[src/rtl/sobel_pkg.sv]
// Shared parameters, luma weights and FSM encoding for the gray frame loader feeding sobel_edge.
package sobel_pkg;
    localparam int IMG_W_DEF  = 640;
    localparam int IMG_H_DEF  = 480;
    localparam int PIX_W_DEF  = 8;
    localparam int ADDR_W_DEF = 32;

    // BT.601-style integer weights; they sum to 256 so the >> 8 is the normalisation.
    localparam int LUMA_R   = 77;
    localparam int LUMA_G   = 150;
    localparam int LUMA_B   = 29;
    localparam int LUMA_RND = 128;
    localparam int LUMA_SH  = 8;

    typedef enum logic [1:0] {IDLE, READ, DRAIN, DONE} state_t;
endpackage

[src/rtl/rgb_gray_frame_loader_if.sv]
// Frame-loader bus: request/status, RGB read port and gray write port, plus FSM state for debug.
interface rgb_gray_frame_loader_if #(
    parameter int PIX_W  = 8,
    parameter int ADDR_W = 32
);
    import sobel_pkg::*;

    // Handshake: no ready anywhere. go is a request sampled only in IDLE or DONE;
    // rd_rgb answers rd_addr in the same cycle; wr_en is a one-cycle strobe with no backpressure.
    logic                go;
    logic [ADDR_W-1:0]   rd_addr;
    logic [3*PIX_W-1:0]  rd_rgb;
    logic                wr_en;
    logic [ADDR_W-1:0]   wr_addr;
    logic [PIX_W-1:0]    wr_pixel;
    logic                busy;
    logic                done;
    logic                sobel_start;
    state_t              state;

    modport master (
        input  go, rd_rgb,
        output rd_addr, wr_en, wr_addr, wr_pixel, busy, done, sobel_start, state
    );

    modport slave (
        output go, rd_rgb,
        input  rd_addr, wr_en, wr_addr, wr_pixel, busy, done, sobel_start, state
    );
endinterface

[src/rtl/rgb_to_luma.sv]
// Two-stage luma pipeline: stage 1 registers weighted products, stage 2 rounds and shifts.
module rgb_to_luma
    import sobel_pkg::*;
#(
    parameter int PIX_W  = PIX_W_DEF,
    parameter int ADDR_W = ADDR_W_DEF
) (
    input  logic               clk,
    input  logic               rst,
    input  logic               in_valid,
    input  logic [3*PIX_W-1:0] in_rgb,
    input  logic [ADDR_W-1:0]  in_addr,
    output logic               out_valid,
    output logic [ADDR_W-1:0]  out_addr,
    output logic [PIX_W-1:0]   out_pixel
);
    localparam int PROD_W = PIX_W + 8;
    localparam int SUM_W  = PIX_W + 9;

    logic [PIX_W-1:0]  in_r, in_g, in_b;
    logic [PROD_W-1:0] p_r, p_g, p_b;
    logic              s1_valid;
    logic [ADDR_W-1:0] s1_addr;
    logic [SUM_W-1:0]  sum;

    assign in_r = in_rgb[3*PIX_W-1:2*PIX_W];
    assign in_g = in_rgb[2*PIX_W-1:PIX_W];
    assign in_b = in_rgb[PIX_W-1:0];

    assign sum = SUM_W'(p_r) + SUM_W'(p_g) + SUM_W'(p_b) + SUM_W'(LUMA_RND);

    always_ff @(posedge clk or posedge rst) begin
        if (rst) begin
            s1_valid  <= 1'b0;
            s1_addr   <= '0;
            p_r       <= '0;
            p_g       <= '0;
            p_b       <= '0;
            out_valid <= 1'b0;
            out_addr  <= '0;
            out_pixel <= '0;
        end else begin
            s1_valid  <= in_valid;
            out_valid <= s1_valid;
            if (in_valid) begin
                s1_addr <= in_addr;
                p_r     <= PROD_W'(LUMA_R * in_r);
                p_g     <= PROD_W'(LUMA_G * in_g);
                p_b     <= PROD_W'(LUMA_B * in_b);
            end
            // Weights sum to 256, so the rounded result always fits in PIX_W bits.
            if (s1_valid) begin
                out_addr  <= s1_addr;
                out_pixel <= PIX_W'(sum >> LUMA_SH);
            end
        end
    end
endmodule

[src/rtl/rgb_gray_frame_loader.sv]
// Raster-scans the RGB frame, writes luma into the gray buffer, then starts sobel_edge.
module rgb_gray_frame_loader
    import sobel_pkg::*;
#(
    parameter int IMG_W  = IMG_W_DEF,
    parameter int IMG_H  = IMG_H_DEF,
    parameter int PIX_W  = PIX_W_DEF,
    parameter int ADDR_W = ADDR_W_DEF
) (
    input  logic                    clk,
    input  logic                    rst,
    rgb_gray_frame_loader_if.master bus
);
    localparam logic [ADDR_W-1:0] LAST_ADDR = ADDR_W'(IMG_W * IMG_H - 1);

    state_t            state;
    logic [ADDR_W-1:0] cnt;
    logic              drain_last;
    logic              busy_r;
    logic              done_r;
    logic              start_r;

    assign bus.rd_addr     = cnt;
    assign bus.busy        = busy_r;
    assign bus.done        = done_r;
    assign bus.sobel_start = start_r;
    assign bus.state       = state;

    always_ff @(posedge clk or posedge rst) begin
        if (rst) begin
            state      <= IDLE;
            cnt        <= '0;
            drain_last <= 1'b0;
            busy_r     <= 1'b0;
            done_r     <= 1'b0;
            start_r    <= 1'b0;
        end else begin
            done_r <= 1'b0;
            case (state)
                IDLE, DONE: begin
                    if (bus.go) begin
                        state   <= READ;
                        cnt     <= '0;
                        busy_r  <= 1'b1;
                        start_r <= 1'b0;
                    end
                end
                READ: begin
                    // Counter parks on the last address; it never wraps.
                    if (cnt == LAST_ADDR) begin
                        state      <= DRAIN;
                        drain_last <= 1'b0;
                    end else begin
                        cnt <= cnt + ADDR_W'(1);
                    end
                end
                DRAIN: begin
                    if (drain_last) begin
                        state   <= DONE;
                        busy_r  <= 1'b0;
                        done_r  <= 1'b1;
                        start_r <= 1'b1;
                    end else begin
                        drain_last <= 1'b1;
                    end
                end
                default: state <= IDLE;
            endcase
        end
    end

    rgb_to_luma #(
        .PIX_W  (PIX_W),
        .ADDR_W (ADDR_W)
    ) u_luma (
        .clk       (clk),
        .rst       (rst),
        .in_valid  (state == READ),
        .in_rgb    (bus.rd_rgb),
        .in_addr   (cnt),
        .out_valid (bus.wr_en),
        .out_addr  (bus.wr_addr),
        .out_pixel (bus.wr_pixel)
    );
endmodule

[src/flat_wrapper.sv]
// flat-port wrapper written by rule: the top's interface ports become plain ports
module rgb_gray_frame_loader_flat import sobel_pkg::*;
#(
    parameter int IMG_W  = IMG_W_DEF,
    parameter int IMG_H  = IMG_H_DEF,
    parameter int PIX_W  = PIX_W_DEF,
    parameter int ADDR_W = ADDR_W_DEF
)
  (clk, rst, bus_go, bus_rd_rgb, bus_rd_addr, bus_wr_en, bus_wr_addr, bus_wr_pixel, bus_busy, bus_done, bus_sobel_start, bus_state);
  rgb_gray_frame_loader_if #(.PIX_W(PIX_W), .ADDR_W(ADDR_W)) bus_i ();
  input  logic clk;
  input  logic rst;
  input wire logic [$bits(bus_i.go)-1:0] bus_go;
  input wire logic [$bits(bus_i.rd_rgb)-1:0] bus_rd_rgb;
  output wire logic [$bits(bus_i.rd_addr)-1:0] bus_rd_addr;
  output wire logic [$bits(bus_i.wr_en)-1:0] bus_wr_en;
  output wire logic [$bits(bus_i.wr_addr)-1:0] bus_wr_addr;
  output wire logic [$bits(bus_i.wr_pixel)-1:0] bus_wr_pixel;
  output wire logic [$bits(bus_i.busy)-1:0] bus_busy;
  output wire logic [$bits(bus_i.done)-1:0] bus_done;
  output wire logic [$bits(bus_i.sobel_start)-1:0] bus_sobel_start;
  output wire logic [$bits(bus_i.state)-1:0] bus_state;
  assign bus_i.go = bus_go;
  assign bus_i.rd_rgb = bus_rd_rgb;
  assign bus_rd_addr = bus_i.rd_addr;
  assign bus_wr_en = bus_i.wr_en;
  assign bus_wr_addr = bus_i.wr_addr;
  assign bus_wr_pixel = bus_i.wr_pixel;
  assign bus_busy = bus_i.busy;
  assign bus_done = bus_i.done;
  assign bus_sobel_start = bus_i.sobel_start;
  assign bus_state = bus_i.state;
  rgb_gray_frame_loader #(.IMG_W(IMG_W), .IMG_H(IMG_H), .PIX_W(PIX_W), .ADDR_W(ADDR_W)) u_core (.clk(clk), .rst(rst), .bus(bus_i));
endmodule
[config.mk]
export PLATFORM = sky130hd
export DESIGN_NAME = rgb_gray_frame_loader_flat
export DESIGN_NICKNAME = d
export VERILOG_FILES = /design/src/rtl/sobel_pkg.sv /design/src/rtl/rgb_gray_frame_loader_if.sv /design/src/rtl/rgb_to_luma.sv /design/src/rtl/rgb_gray_frame_loader.sv /design/src/flat_wrapper.sv
export SDC_FILE = /design/constraint.sdc
export NUM_CORES = 1
export LEC_CHECK = 0
export ABC_AREA = 1
export CORE_ASPECT_RATIO = 1.25
export CORE_MARGIN = 2
export CORE_UTILIZATION = 55
export CTS_BUF_LIST = sky130_fd_sc_hd__clkbuf_8
export CTS_CLUSTER_SIZE = 28
export DETAILED_ROUTE_END_ITERATION = 6
export GPL_ROUTABILITY_DRIVEN = 0
export GPL_TIMING_DRIVEN = 0
export PLACE_DENSITY = 0.81
export SYNTH_ARGS = -nofsm -noshare
export SYNTH_HDL_FRONTEND = slang
export SYNTH_SLANG_ARGS = --single-unit
[constraint.sdc]
create_clock -name clk -period 6.6 [get_ports clk]
set_input_delay 0.66 -clock clk [delete_from_list [all_inputs] [get_ports clk]]
set_output_delay 0.66 -clock clk [all_outputs]
set_load 0.01 [all_outputs]
-- After elaboration in Yosys (flattened, before gate mapping)
Index checks and enable logic that the tools add are counted.
- $add $sub $neg: 4
- multipliers: 3
- divide/modulo/power cells: 0
- order comparisons: 0
- eq/ne operators: 8
- shift-type cells: 0
- multiplexer cells: 17
- bitwise logic cells: 0
- reduce and logical (&&, ||, !) cells: 9
- operators by type and width (kind ; count):
    $mux 32 ; 2
    $pmux 32 s2 ; 1
    $add 32x1->32 const B ; 1
    $eq 32x19->1 const B ; 1
    $mul 7x8->15 const A ; 2
    $add 15x16->16 ; 1
    $add 16x13->16 ; 1
    $add 16x8->16 const B ; 1
    $mul 5x8->13 const A ; 1
    $reduce_and 3->1 ; 3
    $mux 1 ; 7
    $mux 2 ; 3
    $pmux 1 s2 ; 3
    $pmux 2 s3 ; 1
    $reduce_bool 2->1 ; 3
    $eq 2x2->1 const B ; 2
    $ne 2x1->1 const B ; 2
    $ne 2x2->1 const B ; 2
    $eq 2x1->1 const B ; 1
    $logic_not 2->1 ; 1
    $reduce_and 2->1 ; 1
    $reduce_or 2->1 ; 1
- flip-flop bits (word level): 155
- bits in latches: 0
- memory bits (writable): 0
- ROM bits: 0
- bits of input ports: 27
- output and inout bits: 78
- word-level logic and storage cells: 55
- memories: 0

-- Logic depth before layout (Yosys ltp)
Gate-level depths: netlist of the first run.
- word-level depth: 4
- gate-level depth with buffers: 16
- depth with buffers taken out: 16

-- Modules after synthesis
From an unflattened synthesis of the first run, not the netlist that was laid out.
- cells, all modules: 1459
- area, all modules: 11135.7 sq um
- modules (own cells, without submodules) (module ; instances ; cells an instance ; area each (sq um) ; sequential area each (sq um)):
    rgb_to_luma ; 1 ; 1090 ; 8662.1 ; 2927.8
    rgb_gray_frame_loader ; 1 ; 369 ; 2473.6 ; 950.9

-- Least setup slack after synthesis of the first run
No wires, ideal clock.
- path kind: input to register
- start point: input port bus_rd_rgb[12]
- end point: register u_core.u_luma.p_g[15]
- library setup time: 126 ps
- arrival: 3185 ps
- required time: 6474 ps
- setup slack: 3289 ps
- stages on the path: 13
- buffers on the path: 0
- path through: ha_1 > ha_1 > inv_1 > fa_1 > fa_1 > inv_1 > ha_1 > a21oi_1 > o21ai_0 > nand2_1 > nand3_1 > nand3_1 > a21oi_1
- longest elaborated chain between the ends: 1
- ends and longest elaborated chain (item ; RTL line ; source):
    from (decl) ; flat_wrapper.sv:14 ; input wire logic [$bits(bus_i.rd_rgb)-1:0] bus_rd_rgb;
    $mul 7x8->15 ; rgb_to_luma.sv:48 ; p_g <= PROD_W'(LUMA_G * in_g);
    to (signal assigned) ; rgb_to_luma.sv:48 ;
    to (decl) ; rgb_to_luma.sv:21 ; logic [PROD_W-1:0] p_r, p_g, p_b;
No other way between the ends.
A chain may end at the register's enable or synchronous reset.

-- Worst setup path in the final report of the first run
- start point: input port bus_rd_rgb[12]
- end point: register u_core.u_luma.p_g[13]
The elaborated chain is that of the path after synthesis.

==> flow_metrics.py, run 1 <==
metrics = {
    "cts": {
        "clk_path_buf_depth": 2,
        "cts.clk_slew.worst_paths_ps": 90,
        "numCtsBuffers": 17,
        "cts_setup_buffers": 0,
        "cts_hold_buf": 0,
        "clockRootBuffer": "clkbuf_8",
        "cts_tree": "built",
        "htree_num_levels": 4,
        "cts_resized": 0,
        "clock_latency_ps": 470,
        "cts.sink_count": 155,
    },
    "critical_path": {
        "rr_worst_depth": 13,
        "r2r-start": "u_core.u_luma.p_r[6]",
        "worst_r2r_endpoint": "u_core.u_luma.out_pixel[5]",
        "cp-startpoint": "bus_rd_rgb[12]",
        "cp.required_ps": 7000,
        "cp_num_buf_inv": 3,
        "worst_ep_arrival_time_ps": 4090,
        "worstSetupEndpointType": "register",
        "cpLargestDelayFamily": "adder cells",
        "path_cells": "clkdlybuf4s50_1 -> ha_1 -> ha_1 -> inv_1 -> fa_1 -> fa_1 -> inv_1 -> ha_1 -> a21oi_1 -> o21ai_0 -> nand2_1 -> nand3_1 -> nand2_1 -> nand3_1 -> nand2_1",
        "start_kind": "input port",
        "cp_slowest_stage_delay_ps": 520,
        "ff2ff_setup_slack_ps": 3920,
        "critPathKind": "input port to register",
        "worstPathMaxFanout": 6,
        "cpMaxStageDelayCell": "clkdlybuf4s50_1",
    },
    "final_layout": {
        "area_growth_pct": 16.9,
        "nNetsFinal": 1780,
        "drive_above_1_share": 0.0338,
        "fillCellCount": 1686,
        "final_common_cell": "nand2_1",
        "mostFrequentLayoutCells": "nand2_1 (471), inv_1 (220), dfrtp_1 (155)",
        "design_area_um2": 12900,
        "antenna_cells": 0,
        "post-route-util": 0.649,
    },
    "floorplan": {
        "die_h_um": 163,
        "die_width_um": 131,
        "die_area_um2": 21300,
        "io_pins": 105,
        "placeableCoreArea_um2": 20000,
        "rows": 58,
        "initial_utilization": 0.555,
    },
    "worst_hold_path": {
        "holdPathStages": 0,
        "min_to": "u_core.u_luma.out_valid",
        "worstHoldStart": "u_core.u_luma.s1_valid",
        "worstHoldPathType": "register to register",
    },
    "synth": {
        "synth_compound_area_frac": 0.0694,
        "synth_seq_cells": 155,
        "synth_area_per_cell_um2": 7.58,
        "ys_warn_count": 0,
        "synth_simple_gate_area_frac": 0.258,
        "synth_flop_cell": "dfrtp_1",
        "synthArstFlopShare": 1.00,
        "netlist-cell-type-count": 31,
        "yosys-mux-area-fraction": 0,
        "synth_xor_area_frac": 0.0182,
        "ys_seq_area_frac": 0.350,
        "syn_area_um2": 11100,
        "synth_top_family_by_area": "simple AND/OR/NAND/NOR gates",
        "synthAdderAreaFrac": 0.214,
        "syn_nets": 1656,
        "synth_edf_count": 0,
        "synthCells": 1462,
    },
    "placement": {
        "place_hpwl_um": 22100,
        "dpl_worst_slack_ps": 2430,
        "post_dp_cell_area_um2": 12500,
        "numPortBuffers": 104,
    },
    "global_route": {
        "grt_first_pass_wirelength_um": 47300,
        "grt_pass1_vias": 10260,
        "grt_usage": 0.282,
        "grt_max_degree": 83,
        "grt_antenna_before_repair": 0,
        "grt_overflow_total": 0,
    },
    "sta": {
        "setup_ws_ps": 2910,
        "finalHoldViolations": 0,
        "timing.fmax_mhz": 271,
        "fin_crit_ps": 3690,
        "tightest_slew_ps": 759,
        "finalCritPeriodShare": 0.559,
        "setup_viol": 0,
        "hold-worst-slack_ps": 388,
        "tns_ps": 0,
        "slew_violations": 0,
        "rsz0062_at_grt": "no",
        "slew_headroom": 0.494,
        "finClkSkew_ps": 19.5,
    },
    "pwr": {
        "leakagePower_nw": 6.63,
        "ir_drop_mv": 0.261,
        "pwr-share-seq": 0.229,
        "combPwrFrac": 0.622,
        "p_switching_w": 0.00274,
        "p_int_w": 0.00281,
        "swShare": 0.493,
        "p_clk_frac": 0.149,
        "power_density_nw_per_um2": 429,
    },
    "route": {
        "routed-via-count": 10022,
        "antenna_left": 0,
        "drc": 0,
        "postRouteWirelength_um": 28100,
        "wl_per_cell_um": 15.0,
        "drtIter0Drc": 502,
        "viasPerCell": 5.36,
        "dr.pass1.iters": 6,
    },
    "job": {
        "maxCapViolations": 0,
    },
    "run_status": {
        "status": "complete, no violations",
    },
}
-- worst max-delay path by stage --
stage	endpoint	slack [ps]	cells past startpoint
after detailed placement	u_core.u_luma.p_r[12]	2430	15
after floorplan	u_core.bus.busy	1760	1
after global placement	u_core.u_luma.p_r[14]	-210	2
final	u_core.u_luma.p_g[13]	2910	15
after CTS	u_core.u_luma.p_g[13]	2910	15
after global routing	u_core.u_luma.p_g[13]	2620	15
-- synthesized netlist by cell type (2+ instances only) --
master | number | area share
a211oi_1 | 2 | 0.0014
a21oi_1 | 34 | 0.015
a31oi_1 | 2 | 0.0011
buf_4 | 5 | 0.0034
clkbuf_1 | 28 | 0.0095
dfrtp_1 | 155 | 0.35
fa_1 | 38 | 0.069
ha_1 | 129 | 0.15
inv_1 | 221 | 0.075
inv_2 | 3 | 0.0010
nand2_1 | 471 | 0.16
nand2_2 | 3 | 0.0017
nand3_1 | 96 | 0.043
nand3b_1 | 2 | 0.0014
nand4_1 | 12 | 0.0068
nor2_1 | 115 | 0.039
nor2_2 | 2 | 0.0011
nor3_1 | 4 | 0.0018
o21ai_0 | 78 | 0.035
o21ai_1 | 22 | 0.0099
o21ai_2 | 2 | 0.0016
o21bai_1 | 2 | 0.0014
o22ai_1 | 5 | 0.0028
or2_2 | 3 | 0.0017
xnor2_1 | 13 | 0.010
xor2_1 | 10 | 0.0079
-- flip-flops by register name, indices dropped and copies added, names as in the netlist, 2 cells and up --
name	flops
u_core.u_luma.out_addr	32
u_core.bus.state	2
u_core.u_luma.p_r	15
u_core.u_luma.p_g	15
u_core.u_luma.p_b	13
u_core.bus.rd_addr	32
u_core.u_luma.out_pixel	8
u_core.u_luma.s1_addr	32
-- cell families after synthesis --
| group | after synthesis |
|---|---|
| buffers and inverters | 259 |
| DFF | 155 |
| xor gates and xnor gates | 23 |
| adders and majority gates | 167 |
| and+or+nand+nor | 710 |
| AOI/OAI and AO/OA | 148 |
-- power groups by stage --
| stage | sequential [W] | combinational [W] | clock, W |
|---|---|---|---|
| after global routing | 0.00129 | 0.00396 | 0.000879 |
| final | 0.00127 | 0.00346 | 0.000830 |
| after detailed placement | 0.00128 | 0.00342 | 0 |
| after CTS | 0.00127 | 0.00346 | 0.000834 |
| after global placement | 0.00128 | 0.00332 | 0 |
| after floorplan | 0.00128 | 0.00246 | 0 |
-- final cells by class --
cell class	instances	area (um2)	share of cell area
Sequential cell	155	3880	0.300
Timing Repair Buffer	105	1070	0.0825
Tap cell	270	338	0.0261
Multi-Input combinational cell	1048	6200	0.479
Buffer	34	154	0.0119
Clock buffer	17	234	0.0181
Inverter	225	850	0.0656
Clock inverter	15	223	0.0172
-- metal layers --
metal  track usage  share of wire
met1         0.332           0.38
met2         0.481           0.50
met3        0.0420          0.051
met4         0.171          0.059
met5             0              0
-- per-stage QoR --
step	power (W)	cells
2_1_floorplan	0.00374	1462
3_3_place_gp	0.00460	1836
3_5_place_dp	0.00471	1837
4_1_cts	0.00556	1869
5_1_grt	0.00613	1869
6_report	0.00556	1869
No activity file was read; power rests on OpenSTA's default activity.
==> inputs of run 2 (changes only) <==
CORE_UTILIZATION = 54   (was 55)
PLACE_DENSITY = 0.83   (was 0.81)
clock period = 3.2 ns   (was 6.6 ns; I/O delays follow)
==> run 2 against run 1 <==
Setup slack worse by 2800 ps; clock-buffer cell count increased by 1; critical endpoint is now u_core.u_luma.p_b[8]; flip-flop and latch count stayed put; first-iteration DRC count rose by 19%; combinational power increased by 110%; global-route usage is 0.80 points lower.
==> flow_metrics.py, run 2 (synthesized netlist as in run 1, its figures left out) <==
metrics = {
    "sta": {
        "finClkSkew_ps": 11.2,
        "hold-worst-slack_ps": 217,
        "fin_crit_ps": 3100,
        "tightest_slew_ps": 753,
        "slew_violations": 0,
        "finalHoldViolations": 0,
        "tns_ps": 0,
        "slew_headroom": 0.498,
        "timing.fmax_mhz": 323,
        "setup_viol": 0,
        "finalCritPeriodShare": 0.968,
    },
    "global_route": {
        "grt_antenna_before_repair": 2,
        "grt_pass1_vias": 10089,
        "grt_max_degree": 42,
        "grt_overflow_total": 0,
        "grt_usage": 0.274,
        "grt_first_pass_wirelength_um": 47300,
    },
    "pwr": {
        "p_clk_frac": 0.147,
        "power_density_nw_per_um2": 891,
        "combPwrFrac": 0.628,
        "pwr-share-seq": 0.224,
        "leakagePower_nw": 6.73,
        "p_int_w": 0.00594,
        "ir_drop_mv": 0.617,
        "p_switching_w": 0.00573,
        "swShare": 0.491,
    },
    "run_status": {
        "status": "complete, no violations",
    },
    "final_layout": {
        "final_common_cell": "nand2_1",
        "area_growth_pct": 18.2,
        "fillCellCount": 1666,
        "drive_above_1_share": 0.0437,
        "mostFrequentLayoutCells": "nand2_1 (471), inv_1 (219), dfrtp_1 (155)",
        "nNetsFinal": 1783,
        "post-route-util": 0.652,
    },
    "cts": {
        "clock_latency_ps": 460,
        "numCtsBuffers": 17,
        "cts_setup_buffers": 0,
        "cts_hold_buf": 0,
        "cts.clk_slew.worst_paths_ps": 80,
        "cts_tree": "built",
        "htree_num_levels": 4,
        "clk_path_buf_depth": 2,
        "cts.sink_count": 155,
        "clockRootBuffer": "clkbuf_8",
    },
    "placement": {
        "place_hpwl_um": 22600,
        "numPortBuffers": 104,
    },
    "job": {
        "maxCapViolations": 0,
    },
    "floorplan": {
        "die_h_um": 164,
        "die_width_um": 132,
        "initial_utilization": 0.551,
        "rows": 58,
        "placeableCoreArea_um2": 20100,
        "die_area_um2": 21700,
        "io_pins": 105,
    },
    "route": {
        "viasPerCell": 5.36,
        "routed-via-count": 10036,
        "wl_per_cell_um": 15.3,
        "drc": 0,
        "dr.pass1.iters": 5,
        "antenna_left": 0,
        "postRouteWirelength_um": 28700,
        "drtIter0Drc": 597,
    },
    "critical_path": {
        "start_kind": "input port",
        "worstSetupEndpointType": "register",
        "worstPathMaxFanout": 5,
        "critPathKind": "input port to register",
        "worst_ep_arrival_time_ps": 3410,
        "cp.required_ps": 3510,
    },
    "worst_hold_path": {
        "worstHoldPathType": "input port to async pin",
    },
}
-- run 2: changes by cell type in the layout (fill, tap and decap cells not counted), sizes merged --
cell | before | now
buf | 7 | 10
bufinv | 4 | 5
clkbuf | 45 | 46
clkdlybuf4s50 | 104 | 90
clkinv | 2 | 4
clkinvlp | 1 | 3
diode | 0 | 2
dlygate4sd2 | 0 | 5
dlymetal6s2s | 0 | 9
inv | 233 | 226
-- run 2: cell type report --
type                            instances  area, um2  share of cell area
Sequential cell                       155       3880               0.296
Buffer                                 34        154              0.0118
Clock buffer                           18        248              0.0189
Tap cell                              270        338              0.0258
Multi-Input combinational cell       1048       6270               0.479
Clock inverter                         13        214              0.0163
Antenna cell                            2       5.00            0.000382
Inverter                              225        848              0.0648
Timing Repair Buffer                  108       1140              0.0868
-- run 2: metal layers --
metal  track usage  share of wire  up-vias
li1              -              -     4839
met1         0.303           0.37     4710
met2         0.505           0.51      386
met3        0.0420          0.061      101
met4         0.151          0.052        0
met5             0              0        -
-- run 2: path summary, 6_finish.rpt --
check                           slack [ps]                          to                    from  cells past startpoint
worst max-delay path                   100        u_core.u_luma.p_b[8]           bus_rd_rgb[3]                     12
worst min-delay path                   220  u_core.u_luma.out_addr[25]                     rst                      2
worst max register to register         450  u_core.u_luma.out_pixel[5]    u_core.u_luma.p_r[6]                     13
worst min register to register         390     u_core.u_luma.out_valid  u_core.u_luma.s1_valid                      0
max in group asynchronous             1710   u_core.u_luma.s1_addr[13]                     rst                      6
min in group clk                       280        u_core.u_luma.p_b[1]           bus_rd_rgb[1]                      3
-- run 2: power by group through the flow --
stage,clock [W],sequential [W],combinational (W)
finish,0.00172,0.00262,0.00733
global route,0.00180,0.00266,0.00829
CTS,0.00173,0.00261,0.00720
detailed placement,0,0.00264,0.00710
global placement,0,0.00263,0.00683
floorplan,0,0.00264,0.00508
-- run 2: critical path, stage by stage --
cell	delay, ps
clkdlybuf4s50_1	520
inv_2	90
fa_1	540
inv_1	50
ha_1	310
fa_1	470
ha_1	360
nand2_1	130
inv_1	90
a21oi_2	160
xor2_1	250
o21ai_0	120
-- run 2: through the flow --
stage,instances,cell area (um2),setup WS (ps),power [W]
final,1873,13100,103,0.0117
after detailed placement,1840,12500,-594,0.00975
after global routing,1872,13100,-12.2,0.0128
after floorplan,1462,11100,229,0.00772
after global placement,1836,12500,-547,0.00946
after CTS,1871,13000,6.62,0.0115
-- run 2: repair_timing --
action,in CTS,in global routing
setup endpoints to repair,13,18
resized for setup,8,23
gates cloned,0,0
==> inputs of run 3 (changes only) <==
CORE_MARGIN = default   (was 2)
CORE_UTILIZATION = 47   (was 54)
PLACE_DENSITY = 0.74   (was 0.83)
==> run 3 against run 2 <==
Hold slack better by 37 ps; sequential power hardly changed; clock skew is 4.5 ps higher; non-clock buffer count stayed put; final cell count is 1.0% higher; clock power is 11% lower; cell area is 0.60% lower; die area is 12% higher; maximum frequency is 2.6% higher.
==> flow_metrics.py, run 3 (synthesized netlist as in run 1, its figures left out) <==
metrics = {
    "run_status": {
        "status": "complete, no violations",
    },
    "route": {
        "dr.pass1.iters": 5,
        "drc": 0,
        "antenna_left": 0,
        "wl_per_cell_um": 14.9,
        "viasPerCell": 5.16,
        "drtIter0Drc": 472,
        "postRouteWirelength_um": 28200,
        "routed-via-count": 9760,
    },
    "cts": {
        "clock_latency_ps": 460,
        "cts_hold_buf": 0,
        "cts_tree": "built",
        "clk_path_buf_depth": 2,
        "clockRootBuffer": "clkbuf_8",
        "cts.sink_count": 155,
        "htree_num_levels": 4,
        "numCtsBuffers": 17,
        "cts.clk_slew.worst_paths_ps": 90,
    },
    "critical_path": {
        "worstPathMaxFanout": 4,
        "path_common_cell": "ha_1",
        "start_kind": "input port",
        "worst_ep_arrival_time_ps": 3340,
        "cp.required_ps": 3520,
        "cp_slowest_stage_delay_ps": 540,
        "critPathKind": "input port to register",
        "path_cells": "dlygate4sd2_1 -> ha_1 -> ha_1 -> inv_1 -> fa_1 -> inv_1 -> fa_1 -> ha_1 -> nand2_1 -> nand2_1 -> a31oi_1 -> nand3_1 -> nand3_1 -> o21ai_0",
        "cpMaxStageDelayCell": "fa_1",
        "worstSetupEndpointType": "register",
    },
    "sta": {
        "finalCritPeriodShare": 0.944,
        "slew_violations": 0,
        "timing.fmax_mhz": 331,
        "fin_crit_ps": 3020,
        "setup_viol": 0,
        "tightest_slew_ps": 863,
        "hold-worst-slack_ps": 254,
        "tns_ps": 0,
        "finClkSkew_ps": 15.7,
        "finalHoldViolations": 0,
        "slew_headroom": 0.423,
    },
    "pwr": {
        "p_clk_frac": 0.135,
        "leakagePower_nw": 6.69,
        "pwr-share-seq": 0.231,
        "swShare": 0.497,
        "power.total_w": 0.0113,
        "ir_drop_mv": 0.547,
        "combPwrFrac": 0.633,
        "p_int_w": 0.00568,
        "p_switching_w": 0.00561,
        "power_density_nw_per_um2": 867,
    },
    "final_layout": {
        "final_common_cell": "nand2_1",
        "mostFrequentLayoutCells": "nand2_1 (471), inv_1 (219), dfrtp_1 (155)",
        "drive_above_1_share": 0.0400,
        "design_area_um2": 13000,
        "nNetsFinal": 1783,
        "area_growth_pct": 17.5,
    },
    "global_route": {
        "grt_overflow_total": 0,
        "grt_pass1_vias": 9905,
        "grt_usage": 0.250,
        "grt_max_degree": 44,
        "grt_first_pass_wirelength_um": 47900,
        "grt_antenna_before_repair": 2,
    },
    "placement": {
        "place_hpwl_um": 22500,
        "numPortBuffers": 104,
        "post_dp_cell_area_um2": 12500,
    },
    "floorplan": {
        "placeableCoreArea_um2": 23000,
        "initial_utilization": 0.481,
        "die_area_um2": 24200,
        "io_pins": 105,
        "die_width_um": 139,
        "die_h_um": 174,
        "rows": 62,
    },
    "worst_hold_path": {
        "worstHoldPathType": "input port to register",
    },
    "job": {
        "maxCapViolations": 0,
    },
}
## run 3: power by group through the flow
stage	sequential, W	clock [W]	combinational (W)
4_1_cts	0.00261	0.00155	0.00713
3_5_place_dp	0.00265	0	0.00708
3_3_place_gp	0.00264	0	0.00691
6_report	0.00261	0.00153	0.00715
2_1_floorplan	0.00264	0	0.00508
5_1_grt	0.00266	0.00162	0.00824
## run 3: worst max-delay path: cells and delay by family
kind | cells | cell delay, ps
compound gates | 2 | 290
fa+ha+maj | 5 | 1950
buf+inv | 3 | 410
simple gates | 4 | 360
## run 3: area by class of cell
class / count / area (um2)
clock buffers: 18 / 248
plain buffers: 34 / 154
multi-input cells: 1048 / 6240
inverters: 225 / 848
well taps: 288 / 360
repair buffers: 108 / 1120
diodes: 2 / 5.00
clock inverters: 14 / 161
flip-flops and latches: 155 / 3880
fillers: 2096 / 10000
## run 3: what timing repair did
item / 4_1_cts / 5_1_grt
buffers inserted: 1 / 0
pin swaps: 1 / 1
endpoints found under the setup margin: 13 / 18
gates resized for setup: 8 / 17
## run 3: layer usage
layer | track usage | up-vias | routed length (um)
met5 | 0 | - | 17
met3 | 0.0362 | 70 | 1340
met1 | 0.286 | 4555 | 11300
met4 | 0.117 | 2 | 1210
met2 | 0.455 | 282 | 14400
li1 | - | 4851 | -
## run 3: final timing paths
kind / start / endpoint / slack, ps / cells after the start
hold reg to reg: u_core.u_luma.s1_valid / u_core.u_luma.out_valid / 390 / 0
min in group asynchronous: rst / u_core.u_luma.out_addr[21] / 360 / 2
setup reg to reg: u_core.u_luma.p_r[6] / u_core.u_luma.out_pixel[5] / 510 / 13
hold / removal: bus_rd_rgb[1] / u_core.u_luma.p_b[1] / 250 / 3
setup / recovery: bus_rd_rgb[20] / u_core.u_luma.p_r[10] / 180 / 14
max in group asynchronous: rst / u_core.u_luma.p_r[10] / 1860 / 4
## run 3: per-stage QoR
step,worst slack [ps],utilization,std cells
2_1_floorplan,229,-,1462
3_3_place_gp,-573,0.542,1854
3_5_place_dp,-671,0.545,1857
4_1_cts,12.8,0.563,1890
5_1_grt,-3.64,0.565,1891
6_report,180,0.565,1892
